## src/rtl/palette_lut_fader.sv

```systemverilog
// Double-banked colour palette with a 2-stage lookup pipeline and a frame-stepped brightness fade.
// Host writes land in the shadow bank and are copied to the active bank at frame_start.
//
// fade state | meaning
// S_IDLE     | level matches the clamped target, frame counter held at 0
// S_COUNT    | level differs from target, counting frame_start pulses toward the next step
module palette_lut_fader #(
   parameter int IDX_W            = 4,
   parameter int CH_W             = 4,
   parameter int FADE_W           = 4,
   parameter int FADE_STEP_FRAMES = 2
) (
   input  logic                Clk,
   input  logic                Reset,
   input  logic                pix_valid,
   input  logic [IDX_W-1:0]    index,
   output logic [CH_W-1:0]     red,
   output logic [CH_W-1:0]     green,
   output logic [CH_W-1:0]     blue,
   output logic                out_valid,
   input  logic                wr_en,
   input  logic [IDX_W-1:0]    wr_addr,
   input  logic [3*CH_W-1:0]   wr_data,
   input  logic                frame_start,
   input  logic [FADE_W:0]     fade_target,
   output logic [FADE_W:0]     fade_level,
   output logic                fade_busy,
   output logic                swap_pending
);

   localparam int DEPTH = 2**IDX_W;
   localparam int ENT_W = 3*CH_W;
   localparam int CNT_W = (FADE_STEP_FRAMES > 1) ? $clog2(FADE_STEP_FRAMES) : 1;
   localparam logic [FADE_W:0] FULL    = (FADE_W+1)'(2**FADE_W);
   localparam logic [FADE_W:0] LVL_ONE = (FADE_W+1)'(1);
   localparam logic [CNT_W-1:0] CNT_LAST = CNT_W'(FADE_STEP_FRAMES-1);
   localparam logic [CNT_W-1:0] CNT_ONE  = CNT_W'(1);

   typedef enum logic {S_IDLE, S_COUNT} fade_state_e;

   logic [ENT_W-1:0]  shadow_q [DEPTH];
   logic [ENT_W-1:0]  shadow_d [DEPTH];
   logic [ENT_W-1:0]  active_q [DEPTH];
   logic [ENT_W-1:0]  active_d [DEPTH];
   logic              swap_pending_q, swap_pending_d;
   logic [ENT_W-1:0]  ent_q, ent_d;
   logic              v1_q, v1_d;
   logic [CH_W-1:0]   red_q, red_d, green_q, green_d, blue_q, blue_d;
   logic              out_valid_q, out_valid_d;
   logic [FADE_W:0]   level_q, level_d;
   logic [CNT_W-1:0]  cnt_q, cnt_d;
   fade_state_e       state_q, state_d;
   logic [FADE_W:0]   target_c;

   // Product is wide enough to hold full-scale channel times full-scale level.
   function automatic logic [CH_W-1:0] scale(input logic [CH_W-1:0] ch, input logic [FADE_W:0] lvl);
      logic [CH_W+FADE_W:0] prod;
      prod = {{(FADE_W+1){1'b0}}, ch} * {{CH_W{1'b0}}, lvl};
      return CH_W'(prod >> FADE_W);
   endfunction

   always_comb begin
      shadow_d       = shadow_q;
      active_d       = active_q;
      swap_pending_d = swap_pending_q;
      // Copy reads the registered shadow, so a coincident write waits for the next frame.
      if (frame_start && swap_pending_q) begin
         active_d       = shadow_q;
         swap_pending_d = 1'b0;
      end
      if (wr_en) begin
         shadow_d[wr_addr] = wr_data;
         swap_pending_d    = 1'b1;
      end
   end

   always_comb begin
      ent_d       = active_q[index];
      v1_d        = pix_valid;
      out_valid_d = v1_q;
      red_d       = red_q;
      green_d     = green_q;
      blue_d      = blue_q;
      if (v1_q) begin
         red_d   = scale(ent_q[ENT_W-1 -: CH_W], level_q);
         green_d = scale(ent_q[2*CH_W-1 -: CH_W], level_q);
         blue_d  = scale(ent_q[CH_W-1:0], level_q);
      end
   end

   always_comb begin
      target_c = (fade_target > FULL) ? FULL : fade_target;
      state_d  = state_q;
      level_d  = level_q;
      cnt_d    = cnt_q;
      case (state_q)
         S_IDLE: begin
            cnt_d = '0;
            if (level_q != target_c) state_d = S_COUNT;
         end
         S_COUNT: begin
            if (level_q == target_c) begin
               state_d = S_IDLE;
               cnt_d   = '0;
            end else if (frame_start) begin
               if (cnt_q == CNT_LAST) begin
                  cnt_d   = '0;
                  level_d = (target_c > level_q) ? level_q + LVL_ONE : level_q - LVL_ONE;
               end else begin
                  cnt_d = cnt_q + CNT_ONE;
               end
            end
         end
      endcase
   end

   always_ff @(posedge Clk) begin
      if (Reset) begin
         shadow_q       <= '{default: '0};
         active_q       <= '{default: '0};
         swap_pending_q <= 1'b0;
         ent_q          <= '0;
         v1_q           <= 1'b0;
         red_q          <= '0;
         green_q        <= '0;
         blue_q         <= '0;
         out_valid_q    <= 1'b0;
         level_q        <= FULL;
         cnt_q          <= '0;
         state_q        <= S_IDLE;
      end else begin
         shadow_q       <= shadow_d;
         active_q       <= active_d;
         swap_pending_q <= swap_pending_d;
         ent_q          <= ent_d;
         v1_q           <= v1_d;
         red_q          <= red_d;
         green_q        <= green_d;
         blue_q         <= blue_d;
         out_valid_q    <= out_valid_d;
         level_q        <= level_d;
         cnt_q          <= cnt_d;
         state_q        <= state_d;
      end
   end

   assign red          = red_q;
   assign green        = green_q;
   assign blue         = blue_q;
   assign out_valid    = out_valid_q;
   assign fade_level   = level_q;
   assign fade_busy    = (level_q != target_c);
   assign swap_pending = swap_pending_q;

endmodule
```

## config.mk

```make
export PLATFORM = sky130hd
export DESIGN_NAME = palette_lut_fader
export DESIGN_NICKNAME = d
export VERILOG_FILES = /design/src/rtl/palette_lut_fader.sv
export SDC_FILE = /design/constraint.sdc
export NUM_CORES = 1
export LEC_CHECK = 0
export BUFFER_PORTS_ARGS = -buffer_cell sky130_fd_sc_hd__buf_2
export CELL_PAD_IN_SITES_DETAIL_PLACEMENT = 2
export CELL_PAD_IN_SITES_GLOBAL_PLACEMENT = 2
export CORE_ASPECT_RATIO = 0.75
export CORE_MARGIN = 2
export CORE_UTILIZATION = 42
export DETAILED_ROUTE_END_ITERATION = 12
export PLACE_DENSITY = 0.95
export SETUP_SLACK_MARGIN = 0.15
export SYNTH_ARGS = -nofsm -noshare
export SYNTH_HDL_FRONTEND = slang
export SYNTH_SLANG_ARGS = --single-unit
```

## constraint.sdc

```tcl
create_clock -name Clk -period 4.6 [get_ports Clk]
set_input_delay 0.92 -clock Clk [delete_from_list [all_inputs] [get_ports Clk]]
set_output_delay 0.92 -clock Clk [all_outputs]
set_load 0.05 [all_outputs]
```

==> metrics.txt <==
# TYPE chip_impl_metric gauge
chip_impl_info{name="result_of_the_run",value="finished clean"} 1
chip_impl_metric{name="post_drt_wl_per_cell",unit="um"} 32.90
chip_impl_metric{name="via_count_of_the_first_global_routing_pass",unit=""} 17860
chip_impl_metric{name="cts.repair_timing.setup_buffer_count",unit=""} 0
chip_impl_metric{name="cts.clk_slew.worst_paths",unit="ns"} 0.07
chip_impl_metric{name="critPathMaxStageDelay",unit="ns"} 0.78
chip_impl_metric{name="syn_avg_cell_area",unit="um^2"} 8.599
chip_impl_metric{name="period_minus_slack",unit="ns"} 4.252
chip_impl_metric{name="synth.lib_cells_used.distinct",unit=""} 39
chip_impl_metric{name="final-setup-viol-count",unit=""} 0
chip_impl_metric{name="drive_gt1_share",unit="%"} 10.22
chip_impl_metric{name="yosysTopAreaCellShare",unit="%"} 48.22
chip_impl_metric{name="grt_util_all_layers",unit="%"} 36.34
chip_impl_info{name="synth_ff_type",value="sky130_fd_sc_hd__dfxtp_1"} 1
chip_impl_info{name="post-synth-top-count-cell",value="sky130_fd_sc_hd__nand2_1"} 1
chip_impl_metric{name="worst_ir_drop_vdd",unit="uV"} 292.1
chip_impl_info{name="synth_area_leader_cell",value="sky130_fd_sc_hd__dfxtp_1"} 1
chip_impl_metric{name="rows",unit=""} 64
chip_impl_metric{name="cts_buffers",unit=""} 43
chip_impl_metric{name="dieArea",unit="um^2"} 42980
chip_impl_metric{name="final_util",unit="%"} 47.54
chip_impl_metric{name="layout-area-overhead-vs-synth",unit="%"} 11.66
chip_impl_info{name="cts_root_buffer",value="sky130_fd_sc_hd__clkbuf_16"} 1
chip_impl_metric{name="syn-num-nets",unit=""} 2099
chip_impl_info{name="tritoncts",value="yes"} 1
chip_impl_metric{name="clock_skew",unit="ns"} 0.02931
chip_impl_metric{name="fp.coreArea",unit="um^2"} 40760
chip_impl_metric{name="grt.met2_usage",unit="%"} 61.97
chip_impl_metric{name="yosysSeqAreaShare",unit="%"} 48.22
chip_impl_info{name="rsz0062_at_grt",value="false"} 1
chip_impl_metric{name="pin_count_of_the_biggest_net_entering_global_routing",unit=""} 184
chip_impl_metric{name="share_of_the_clock_period_used_by_the_worst_path_after_layout",unit="%"} 92.43
chip_impl_metric{name="grt.met3_usage",unit="%"} 6.449
chip_impl_metric{name="sum_of_routed_wire_length_over_all_layers",unit="um"} 83820
chip_impl_metric{name="syn-instance-count",unit=""} 2018
chip_impl_metric{name="final_cell_area",unit="um^2"} 19380
chip_impl_metric{name="powerDensity",unit="nW/um^2"} 401.2
chip_impl_metric{name="synthesis.yosys.warnings",unit=""} 0
chip_impl_metric{name="drc_marker_count_from_the_first_detailed_route_iteration",unit=""} 1587
chip_impl_info{name="crit_path_frequent_cell",value="sky130_fd_sc_hd__fa_1"} 1
chip_impl_info{name="gr-max-usage-layer",value="met2"} 1
chip_impl_info{name="setup.worst_path.class",value="reg -> reg"} 1
chip_impl_metric{name="fin_nets",unit=""} 2067
chip_impl_metric{name="antenna_left",unit=""} 0
chip_impl_metric{name="timing.max_slew.rel_slack",unit="%"} 12.18
chip_impl_metric{name="place_congestion",unit=""} 0.7730
chip_impl_metric{name="totalNegativeSetupSlack",unit="ns"} 0
chip_impl_metric{name="clkLatencyLatePin",unit="ns"} 0.59
chip_impl_metric{name="grt_first_pass_wirelength",unit="um"} 117900
chip_impl_metric{name="cp_data_arrival_time",unit="ns"} 4.76
chip_impl_metric{name="total_power",unit="mW"} 7.774
chip_impl_metric{name="routed-via-count",unit=""} 16180
chip_impl_metric{name="asyncSetResetFlopFracSynth",unit="%"} 0
chip_impl_metric{name="die_h",unit="um"} 180.0
chip_impl_metric{name="dp.final_hpwl",unit="um"} 42840
chip_impl_metric{name="post_cts_resize_count",unit=""} 0
chip_impl_metric{name="post_cts_hold_buffers",unit=""} 0
chip_impl_metric{name="clock_tree.buffer_depth",unit=""} 3
chip_impl_metric{name="finalMaxSlewViolations",unit=""} 0
chip_impl_metric{name="cts_num_sinks",unit=""} 418
chip_impl_info{name="hp-class",value="reg -> reg"} 1
chip_impl_metric{name="antenna_found_initial",unit=""} 9
chip_impl_metric{name="drv_cap",unit=""} 0
chip_impl_info{name="critical_path.slowest_cell",value="sky130_fd_sc_hd__dfxtp_1"} 1
chip_impl_metric{name="firstDrtPassIters",unit=""} 5
chip_impl_metric{name="netlist_area",unit="um^2"} 17350
chip_impl_info{name="yosys-top-cells-area",value="sky130_fd_sc_hd__dfxtp_1 48%, sky130_fd_sc_hd__nand2_1 15%, sky130_fd_sc_hd__a21oi_1 9.7%"} 1
chip_impl_metric{name="ys_ff_latch",unit=""} 418
chip_impl_metric{name="cp_max_fo",unit=""} 12
chip_impl_info{name="worst_setup_path_end_kind",value="flop"} 1
chip_impl_metric{name="report.final.hold_viol_count",unit=""} 0
chip_impl_metric{name="power_leakage",unit="nW"} 6.869
chip_impl_metric{name="cts.htree.levels",unit=""} 2
chip_impl_metric{name="overflow",unit=""} 0
chip_impl_metric{name="start_util",unit="%"} 42.57
chip_impl_metric{name="gr-usage-met1",unit="%"} 42.31
chip_impl_metric{name="fmax",unit="MHz"} 235.2
chip_impl_metric{name="dieWidth",unit="um"} 238.7
chip_impl_metric{name="port_buffers",unit=""} 49
chip_impl_info{name="setup.worst_path.start_class",value="flop"} 1
chip_impl_metric{name="tightest_slew",unit="ns"} 1.312
chip_impl_info{name="netlist_top_cells_count",value="691 x sky130_fd_sc_hd__nand2_1, 418 x sky130_fd_sc_hd__dfxtp_1, 335 x sky130_fd_sc_hd__a21oi_1, 132 x sky130_fd_sc_hd__clkbuf_1, 85 x sky130_fd_sc_hd__nor2_1"} 1
chip_impl_metric{name="synth_enable_flop_cells",unit=""} 0
chip_impl_metric{name="post-route-drc-count",unit=""} 0
chip_impl_metric{name="io_pins",unit=""} 50
chip_impl_info{name="crit_path_cell_trace",value="nand2_1 > fa_1 > fa_1 > inv_1 > ha_1 > nand4_1 > o21ai_0 > a21oi_1 > nor4b_1 > a211o_1"} 1
chip_impl_metric{name="standard_cell_area_after_detailed_placement",unit="um^2"} 17990
chip_impl_metric{name="crit_required",unit="ns"} 5.11
chip_impl_metric{name="viasPerCell",unit=""} 6.349
## worst max-delay path, delay by kind of cell (launching register included)
| kind | cells | cell delay (ns) |
|---|---|---|
| fa+ha+maj | 3 | 1.44 |
| compound gates | 3 | 0.99 |
| simple gates | 3 | 0.92 |
| flops | 1 | 0.78 |
| buf+inv | 1 | 0.06 |
## per-layer routing
| layer | routed length (um) | vias up |
|---|---|---|
| met1 | 30880 | 8201 |
| met5 | 39 | - |
| met2 | 40340 | 927 |
| li1 | - | 6615 |
| met4 | 6385 | 6 |
| met3 | 6172 | 429 |
## registers in the layout (all words and copies together), names as in the netlist, 4 cells and up
signal / cells
green: 4
ent_q: 12
active_q: 192
blue: 4
red: 4
shadow_q: 192
fade_level: 5
## final cells by class
class                           count  area (um^2)
Fill cell                        4298        21380
Tap cell                          528        660.6
Sequential cell                   418         8368
Inverter                           25        93.84
Clock inverter                      9        87.58
Antenna cell                        5        12.51
Timing Repair Buffer               73        513.0
Clock buffer                       65         1290
Multi-Input combinational cell   1425         8351
## report_power, final
part           switching, mW  internal [mW]  total (mW)
Combinational          0.329         0.0949       0.424
Clock                   1.68           1.99        3.67
Sequential            0.0318           3.65        3.68
Total                   2.04           5.74        7.77
## cell families after synthesis
group                      Yosys count  share of synthesized area [%]
and+or+nand+nor                    862                          19.89
DFF                                418                          48.22
AOI/OAI and AO/OA                  372                          11.20
buffers and inverters              175                          4.031
muxes                              124                          11.48
adders and majority gates           51                          4.369
xor gates and xnor gates            16                         0.8075
## placed cells by master (no fill, tap or decap), types with 8 or more instances in the layout
cell	count
sky130_fd_sc_hd__buf_4	19
sky130_fd_sc_hd__inv_1	25
sky130_fd_sc_hd__mux2i_1	64
sky130_fd_sc_hd__nand3_1	8
sky130_fd_sc_hd__ha_1	35
sky130_fd_sc_hd__nor2b_1	18
sky130_fd_sc_hd__xnor2_1	11
sky130_fd_sc_hd__mux4_2	60
sky130_fd_sc_hd__clkbuf_8	11
sky130_fd_sc_hd__a21oi_1	335
sky130_fd_sc_hd__clkbuf_16	44
sky130_fd_sc_hd__fa_1	16
sky130_fd_sc_hd__clkbuf_1	10
sky130_fd_sc_hd__dfxtp_1	418
sky130_fd_sc_hd__nand2_1	690
sky130_fd_sc_hd__buf_2	47
sky130_fd_sc_hd__nor2_1	85
sky130_fd_sc_hd__and2_1	24
## through the flow
stage / instances / hold WS [ns] / setup slack [ns]
floorplan: 2018 / 0.4312 / 0.9074
detailed placement: 2469 / 0.4478 / 0.7376
global placement: 2469 / 0.4355 / 0.9376
CTS: 2543 / 0.4555 / 0.5995
finish: 2548 / 0.4527 / 0.3480
global route: 2546 / 0.4763 / 0.3051
## path summary, 6_finish.rpt
| check | startpoint | endpoint | slack [ns] | depth (start not counted) |
|---|---|---|---|---|
| hold / removal | shadow_q[36]$_SDFFE_PP0P_ | active_q[36]$_SDFFE_PP0P_ | 0.45 | 2 |
| setup reg to reg | fade_level[0]$_SDFFE_PP0P_ | blue[2]$_SDFFE_PP0P_ | 0.35 | 10 |
| setup / recovery | fade_level[0]$_SDFFE_PP0P_ | blue[2]$_SDFFE_PP0P_ | 0.35 | 10 |
| hold reg to reg | shadow_q[36]$_SDFFE_PP0P_ | active_q[36]$_SDFFE_PP0P_ | 0.45 | 2 |
Note: power is estimated with default switching activity, not from simulation.
